<file path="src/rtl/serial_subtractor.sv">
// Bit-serial subtractor: D = A - B computed LSB first through one borrow flop.
// Optional SERIAL_SUB_OVF_EN adds the OV (signed overflow) output.
module serial_subtractor #(
  parameter int WIDTH = 2
) (
  input  logic             clk,
  input  logic             rst_n,
  input  logic             in_valid,
  output logic             in_ready,
  input  logic [WIDTH-1:0] A,
  input  logic [WIDTH-1:0] B,
  output logic             out_valid,
  input  logic             out_ready,
  output logic [WIDTH-1:0] D,
  output logic             BO,
`ifdef SERIAL_SUB_OVF_EN
  output logic             OV,
`endif
  output logic             busy
);

  localparam int CW = (WIDTH > 1) ? $clog2(WIDTH) : 1;

  typedef enum logic [1:0] {IDLE, SHIFT, DONE} state_t;

  state_t           state, state_nx;
  logic             alive;
  logic [WIDTH-1:0] a_sh, b_sh, res_sh, res_nx;
  logic [CW-1:0]    cnt;
  logic             bw, bw_nx, d_bit, last;
  logic             a_msb, b_msb;
  logic             accept;

  assign in_ready  = alive && (state == IDLE);
  assign out_valid = (state == DONE);
  assign busy      = (state != IDLE);
  assign accept    = in_valid && in_ready;

  // One full-subtractor slice; the new bit enters the result at the MSB.
  always_comb begin
    d_bit  = a_sh[0] ^ b_sh[0] ^ bw;
    bw_nx  = (~a_sh[0] & b_sh[0]) | (~(a_sh[0] ^ b_sh[0]) & bw);
    res_nx = res_sh >> 1;
    res_nx[WIDTH-1] = d_bit;
    last   = (cnt == CW'(WIDTH-1));
  end

  always_comb begin
    state_nx = state;
    case (state)
      IDLE:    if (accept) state_nx = SHIFT;
      SHIFT:   if (last) state_nx = DONE;
      DONE:    if (out_ready) state_nx = IDLE;
      default: state_nx = IDLE;
    endcase
  end

  // alive keeps in_ready low until the first edge after reset release.
  always_ff @(posedge clk or negedge rst_n) begin
    if (!rst_n) begin
      state <= IDLE;
      alive <= 1'b0;
    end else begin
      state <= state_nx;
      alive <= 1'b1;
    end
  end

  always_ff @(posedge clk or negedge rst_n) begin
    if (!rst_n) begin
      a_sh   <= '0;
      b_sh   <= '0;
      res_sh <= '0;
      cnt    <= '0;
      bw     <= 1'b0;
      a_msb  <= 1'b0;
      b_msb  <= 1'b0;
    end else if (accept) begin
      a_sh   <= A;
      b_sh   <= B;
      res_sh <= '0;
      cnt    <= '0;
      bw     <= 1'b0;
      a_msb  <= A[WIDTH-1];
      b_msb  <= B[WIDTH-1];
    end else if (state == SHIFT) begin
      a_sh   <= a_sh >> 1;
      b_sh   <= b_sh >> 1;
      res_sh <= res_nx;
      cnt    <= cnt + 1'b1;
      bw     <= bw_nx;
    end
  end

  // Visible result only changes on the final shift, so it holds through IDLE.
  always_ff @(posedge clk or negedge rst_n) begin
    if (!rst_n) begin
      D  <= '0;
      BO <= 1'b0;
    end else if (state == SHIFT && last) begin
      D  <= res_nx;
      BO <= bw_nx;
    end
  end

`ifdef SERIAL_SUB_OVF_EN
  always_ff @(posedge clk or negedge rst_n) begin
    if (!rst_n)
      OV <= 1'b0;
    else if (state == SHIFT && last)
      OV <= (a_msb != b_msb) && (res_nx[WIDTH-1] != a_msb);
  end
`endif

endmodule

</file>
<file path="config.mk">
export PLATFORM = sky130hd
export DESIGN_NAME = serial_subtractor
export DESIGN_NICKNAME = d
export VERILOG_FILES = /design/src/rtl/serial_subtractor.sv
export SDC_FILE = /design/constraint.sdc
export NUM_CORES = 1
export LEC_CHECK = 0
export ABC_AREA = 1
export CORE_UTILIZATION = 35
export DETAILED_ROUTE_END_ITERATION = 7
export PLACE_DENSITY = 0.58
export SLEW_MARGIN = 20
export SYNTH_ARGS = -nofsm -noshare
export SYNTH_HDL_FRONTEND = slang
export SYNTH_SLANG_ARGS = --single-unit
export TNS_END_PERCENT = 20
</file>
<file path="constraint.sdc">
create_clock -name clk -period 1.1 [get_ports clk]
set_input_delay 0.22 -clock clk [delete_from_list [all_inputs] [get_ports clk]]
set_output_delay 0.22 -clock clk [all_outputs]
set_load 0.005 [all_outputs]
</file>
=== Word-level counts from Yosys, hierarchy flattened ===
Cells that the tools add are included.

* Eq/ne operators: 5
* $add $sub $neg: 1
* Reduce and logical (&&, ||, !) cells: 7
* Muxes and demuxes: 14
* Bitwise operators: 7

{| class="wikitable"
|+ Operators with widths
! kind !! number
|-
| two-way mux 2 bit || 9
|-
| case mux 2 bit (3 select lines) || 1
|-
| two-way mux 1 bit || 4
|-
| != test 2 bit (second input constant) || 2
|-
| nonzero test 2 bit || 2
|-
| logical AND 1 bit || 3
|-
| AND reduction 3 bit || 1
|-
| AND 1 bit || 2
|-
| == test 2 x 1 -> 1 bit (second input constant) || 1
|-
| == test 2 bit (second input constant) || 1
|-
| logical NOT 2 bit || 1
|-
| != test 2 x 1 -> 1 bit (second input constant) || 1
|-
| inverter 1 bit || 2
|-
| bitwise XOR 1 bit || 2
|-
| adder 1 bit (second input constant) || 1
|-
| bitwise OR 1 bit || 1
|}

* Bits in registers: 14
* Output and inout port bits: 6

=== Logic depth before layout (Yosys ltp) ===
Gate-level depths: netlist of run 1.

* Depth in word-level cells: 6
* Gate-level depth with buffers: 6
* Gate-level depth less buffers: 6

=== Worst setup path after synthesis of run 1 ===
No wires, ideal clock.

* Path kind: flip-flop to flip-flop
* Start point: register a_sh[0]
* End point: register res_sh[1]
* Path slack: -0.092 ns
* Stages on the path, launching flop included: 6
* Data arrival time: 1.129 ns
* Data required time: 1.037 ns
* Path buffers: 0
* Period minus slack after synthesis: 1.192 ns
* Cells stage by stage: dfrtp_1 -> fa_1 -> nand2_1 -> o21ai_1 -> nand2_1 -> inv_1

* Word-level cells in the longest chain between the ends: 4

{| class="wikitable"
|+ Ends and longest elaborated chain
! element !! line !! text
|-
| start, declared || 28 || <nowiki>logic [WIDTH-1:0] a_sh, b_sh, res_sh, res_nx;</nowiki>
|-
| start signal, assigned || 87 || <nowiki>a_sh <= a_sh >> 1;</nowiki>
|-
| bitwise XOR 1 bit (2 in a row) || 41 || <nowiki>d_bit = a_sh[0] ^ b_sh[0] ^ bw;</nowiki>
|-
| net d_bit || 30 || <nowiki>logic bw, bw_nx, d_bit, last;</nowiki>
|-
| two-way mux 2 bit || 86 || <nowiki>end else if (state == SHIFT) begin</nowiki>
|-
| two-way mux 2 bit || 78 || <nowiki>end else if (accept) begin</nowiki>
|-
| end signal, assigned || 89 || <nowiki>res_sh <= res_nx;</nowiki>
|-
| end, declared || 28 ||
|}

The timed path passes the listed nets, and every way through them passes these cells. The select of a mux whose other input is x is not followed.
A chain may end at the register's enable or synchronous reset.

=== Final worst setup path of run 1 ===
* Start point: register state[0]
* End point: output port in_ready

* Word-level cells in the longest chain between the ends: 2

{| class="wikitable"
|+ Ends and longest elaborated chain
! element !! line !! text
|-
| start, declared || 26 || <nowiki>state_t state, state_nx;</nowiki>
|-
| start signal, assigned || 64 || <nowiki>state <= state_nx;</nowiki>
|-
| logical NOT 2 bit || 34 || <nowiki>assign in_ready = alive && (state == IDLE);</nowiki>
|-
| logical AND 1 bit || 34 ||
|-
| end, declared || 9 || <nowiki>output logic in_ready,</nowiki>
|}

No other way between the ends.

==> results.cfg, run 1 <==
[outcome]
status = complete, but fails checks
violations = design-rule violations, negative setup slack

[grt]
grt_util_all_layers_pct = 15.7
grt-ovfl-total = 0
grt_max_degree = 14
grt_pass1_wl_mm = 2.15
grt_antenna_before_repair = 0
first_global_vias = 524

[finish]
finalNetCount = 106
area_growth_pct = 40.3
diodes = 0
drive_above_1_share_pct = 30.2

[yosys]
seq_area_frac_synth_pct = 53.2
synth_area_um2 = 612
synth_cell_types = 17
synth.most_common_cell = nand2_1
synth_cells = 69
ys.warnings.count = 0
yosys_register_bits = 13
avgSynthCellArea_um2 = 8.87
synth_area_leaders = dfrtp_1 (53%), nand2_1 (12%), inv_1 (6.1%), nand3_1 (4.1%), nand4_1 (4.1%)
synth.largest_area_cell = dfrtp_1
synth_nets = 78
synth_top_cells_by_count = nand2_1 (19), dfrtp_1 (13), inv_1 (10)
async_flop_share_pct = 100
synth_ff_type = dfrtp_1
synth_edf_count = 0
synth_top_area_share_pct = 53.2

[floorplanning]
die_w_um = 43.8
die-area_mm2 = 0.00192
start_util_pct = 38.8
ios = 14
dieHeight_um = 43.8
rows = 14
core_mm2 = 0.00158

[power]
leakagePower_nw = 0.463
p_per_area_mw_per_mm2 = 2600
worst_ir_drop_vdd_mv = 1.22

[place]
portBuffers = 13
routabilityCongestion = 0.700
hpwl_um = 853

[cts]
insertion_delay_ns = 0.27
clock_sinks = 13
cts_tree = done
cts_root_buf = clkbuf_4
htree_levels = 1
hold_buffers = 0
clk_pin_slew_ns = 0.08
cts_buffers = 3
cts_buffer_depth = 2

[routing]
final_antenna_net_count = 0
wl_per_cell_um = 10.6
num_vias = 519
drt-pass1-iter-count = 6
drc_errors = 3
vias_per_cell = 4.63
wl_mm = 1.18
drtIter0Drc = 7

[setup_path]
crit_path_max_fanout = 2
worst_ep_required_time_ns = 0.88
arrival_ns = 1.06
startpoint_type = flip-flop
r2r_setup_slack_ns = -0.14
endpoint_kind = output port
worst-setup-path-type = reg -> out

[job]
max-cap-violations = 0

[sta]
rsz0062_at_grt = true
final.setup.worst_slack_ns = -0.175
min_period_ns = 1.28
skew_ns = 0.00533
hold_viol = 0
drv_slew = 0
hold-worst-slack_ns = 0.250
fin_setup_tns_ns = -1.15
fmax_mhz = 784
finalSetupViolCount = 12
min_period_over_period_pct = 116

[worst_hold_path]
min_path_type = in -> async
## flip-flops by register name, summed over array words and instances, names as in the netlist
name,cells
b_sh,2
state,2
BO,1
bw,1
res_sh,1
a_sh,2
D,2
cnt,1
alive,1
## routing by layer
metal,GRT usage [%],wire length (µm),up-vias
met5,0,0,-
met4,5.63,12,0
met3,5.00,48,2
met2,24.2,526,8
met1,20.7,596,237
li1,-,-,272
## power by group
group	internal, W	switching, W	leakage (nW)	total (W)
clock network	0.000140	0.000149	0.0150	0.000289
registers	0.000680	0.000148	0.166	0.000828
logic	0.000549	0.000563	0.282	0.00111
total	0.00137	0.000860	0.463	0.00223
## placed cells by master, fill, tap and decap left out
cell type,n
fa_1,1
clkdlybuf4s50_1,7
o21ai_1,5
inv_1,7
nand3_4,1
nand4_1,4
buf_6,4
dfrtp_1,13
nand3_1,5
clkbuf_1,1
buf_4,6
clkbuf_4,3
clkbuf_2,3
nand2_4,1
inv_2,4
o31ai_1,1
conb_1,1
buf_2,3
nor2_4,2
nand2_2,1
nor2_1,2
inv_4,1
nand2_1,19
and3_1,1
## logic make-up after synthesis
| logic type | Yosys count | share of synthesized area, % |
|---|---|---|
| simple gates | 36 | 30.3 |
| flops | 13 | 53.2 |
| buf+inv | 12 | 7.36 |
| fa+ha+maj | 1 | 3.27 |
| other cells | 1 | 0.613 |
| compound gates | 6 | 5.32 |
## area by class of cell
type                    instances  area, µm²
fillers                       161        718
inverters                      12       47.5
repair buffers                 23        190
clock buffers                   4       26.3
multi-input cells              44        249
well taps                      16       20.0
flip-flops and latches         13        325
## metrics by stage
step	instance area, µm²	power, W	std cells	setup WS (ns)	utilization [%]
6_report	858	0.00223	112	-0.175	54.4
4_1_cts	860	0.00221	112	-0.174	54.5
2_1_floorplan	612	0.00142	69	-0.0736	-
3_3_place_gp	815	0.00187	105	-0.258	51.7
5_1_grt	858	0.00245	112	-0.253	54.4
3_5_place_dp	815	0.00188	105	-0.269	51.7
## what timing repair did
item,CTS,global route
endpoints found under the setup margin,16,18
cloned,0,0
pin swaps,2,5
resized for setup,22,9
hold endpoints to repair,0,0
buffers inserted,3,0
## path summary, 6_finish.rpt
| path | startpoint | endpoint | cells past startpoint |
|---|---|---|---|
| max reg2reg | state[0] | cnt | 6 |
| max in group asynchronous | rst_n | alive | 2 |
| max | state[0] | in_ready | 4 |
| min in group clk | D[1] | D[1] | 2 |
| min reg2reg | D[1] | D[1] | 2 |
| min | rst_n | D[0] | 2 |
## worst max-delay path, cell delays in order (launching register included)
cell and delay [ns]:
dfrtp_1 0.42, nor2_4 0.14, inv_2 0.04, nor2_1 0.07, buf_2 0.11
Power figures use the tool's default switching activity.
==> run 2, diff against run 1 <==
--- a/config.mk
+++ b/config.mk
@@ -6,9 +6,10 @@
 export NUM_CORES = 1
 export LEC_CHECK = 0
 export ABC_AREA = 1
-export CORE_UTILIZATION = 35
+export CORE_UTILIZATION = 42
+export CTS_CLUSTER_SIZE = 40
 export DETAILED_ROUTE_END_ITERATION = 7
-export PLACE_DENSITY = 0.58
+export PLACE_DENSITY = 0.68
 export SLEW_MARGIN = 20
 export SYNTH_ARGS = -nofsm -noshare
 export SYNTH_HDL_FRONTEND = slang
==> run 2 against run 1 <==
  * The run ends with negative setup slack left
  * Maximum frequency decreased by 2.8%
  * Setup slack got worse by 0.036 ns
  * Cell area rose by 3.6%
  * Non-clock buffer count up 1
  * Combinational power is 9.9% higher
  * Final cell count stayed put
  * Worst hold slack got worse by 0.0097 ns
  * Sequential power decreased by 1%
  * Clock power grew 1%
  * Total power up 4.7%
  * Global-route usage increased by 1.5 points
  * Clock skew grew 0.00066 ns
==> results.cfg, run 2 (synthesized netlist as in run 1, its figures left out) <==
[outcome]
status = complete, but fails checks
violations = negative setup slack

[setup_path]
worst_path_largest_cell_delay_ns = 0.39
crit_path_max_fanout = 2
startpoint_type = flip-flop
arrival_ns = 1.09
path_cells = buf_6 -> nor2_4 -> inv_2 -> nor2_1 -> buf_2
worst-setup-path-type = reg -> out
worst_ep_required_time_ns = 0.88
slowest_stage = dfrtp_1
endpoint_kind = output port

[power]
pwr-share-seq_pct = 35.1
power_switching_w = 0.000924
p_int_w = 0.00141
power_w = 0.00233
leakagePower_nw = 0.474
power_frac_clock_pct = 12.5
p_per_area_mw_per_mm2 = 2620
sw_frac_of_total_pct = 39.6
pwr-share-comb_pct = 52.4
worst_ir_drop_vdd_mv = 1.30

[cts]
hold_buffers = 0
insertion_delay_ns = 0.28
cts_tree = done
cts_buffer_depth = 2
clock_sinks = 13
cts_buffers = 3
cts_root_buf = clkbuf_4
clk_pin_slew_ns = 0.08
htree_levels = 1

[grt]
grt_max_degree = 14
grt_pass1_wl_mm = 1.80
grt-ovfl-total = 0
first_global_vias = 418
grt_antenna_before_repair = 0
grt_util_all_layers_pct = 17.2

[routing]
num_vias = 542
wl_per_cell_um = 10.7
drt-pass1-iter-count = 4
drtIter0Drc = 8
drc_errors = 0
final_antenna_net_count = 0
wl_mm = 1.20
vias_per_cell = 4.84

[worst_hold_path]
min_path_type = in -> async

[floorplanning]
die_w_um = 40.2
dieHeight_um = 40.2
ios = 14
start_util_pct = 45.9
core_mm2 = 0.00133
rows = 13
die-area_mm2 = 0.00161

[finish]
multi_input_area_um2 = 280
diodes = 0
finalNetCount = 107
layout_commonest_cell = nand2_1
fillers = 110
drive_above_1_share_pct = 34.0
final_cell_mix = nand2_1 (19), dfrtp_1 (13), buf_4 (9), inv_1 (8), clkdlybuf4s50_1 (7)
stdcell_count = 112
area_growth_pct = 45.4
ff_latch_area_um2 = 325

[place]
routabilityCongestion = 0.715
place_ws_ns = -0.270
hpwl_um = 830
portBuffers = 13
placed_cells = 104

[sta]
finalSetupViolCount = 14
skew_ns = 0.00599
fin_setup_tns_ns = -1.42
fmax_mhz = 762
final.setup.worst_slack_ns = -0.212
min_period_over_period_pct = 119
hold-worst-slack_ns = 0.240
hold_viol = 0
drv_slew = 0
min_period_ns = 1.31
rsz0062_at_grt = true

[job]
max-cap-violations = 0
run 2: cell type report:
class                      count  share of cell area [%]
clock inverter                 1                   0.563
sequential                    13                    36.6
multi-input combinational     44                    31.5
timing repair buffer          24                    21.4
inverter                      12                    5.34
clock buffer                   3                    2.53
tap                           15                    2.11
run 2: power by group through the flow:
stage                     combinational, W  clock (W)  sequential, W
final                              0.00122   0.000293       0.000819
after global routing               0.00137   0.000330       0.000843
after CTS                          0.00115   0.000301       0.000813
after detailed placement           0.00104          0       0.000828
after global placement             0.00104          0       0.000819
after floorplan                   0.000582          0       0.000835
run 2: critical path: cells and delay by family, from the launching register on:
kind | cells | cell delay, ns
buffers and inverters | 3 | 0.27
AND/OR/NAND/NOR | 2 | 0.15
flip-flops | 1 | 0.39
run 2: metrics by stage:
stage / util [%] / instance area (µm²)
4_1_cts: 65.9 / 878
2_1_floorplan: - / 612
3_3_place_gp: 61.0 / 813
6_report: 66.7 / 890
5_1_grt: 66.7 / 890
3_5_place_dp: 61.0 / 813
run 2: worst paths after layout:
path	cells after the start	slack (ns)	from	to
setup / recovery	5	-0.21	state[0]	in_ready
hold / removal	2	0.24	rst_n	BO
setup reg to reg	7	-0.17	state[0]	cnt
hold reg to reg	2	0.48	D[1]	D[1]
max in group asynchronous	2	0.70	rst_n	state[0]
min in group clk	2	0.48	D[1]	D[1]
run 2: what timing repair did:
action,CTS,global route
cloned,0,0
endpoints found under the hold margin,0,0
buffers inserted,4,0
endpoints found under the setup margin,13,18
resized for setup,24,9
pin swaps,2,3
run 2: per-layer routing:
| layer | GRT usage (%) | up-vias | wire [µm] |
|---|---|---|---|
| li1 | - | 275 | - |
| met5 | 0 | - | 0 |
| met2 | 22.6 | 9 | 562 |
| met1 | 25.5 | 256 | 579 |
| met4 | 10.3 | 0 | 7 |
| met3 | 3.33 | 2 | 50 |
==> run 3, diff against run 2 <==
--- a/config.mk
+++ b/config.mk
@@ -9,6 +9,7 @@
 export CORE_UTILIZATION = 42
 export CTS_CLUSTER_SIZE = 40
 export DETAILED_ROUTE_END_ITERATION = 7
+export GPL_ROUTABILITY_DRIVEN = 0
 export PLACE_DENSITY = 0.68
 export SLEW_MARGIN = 20
 export SYNTH_ARGS = -nofsm -noshare
==> results of run 3 <==
Final layout, timing and power as in run 2 (identical DEF).
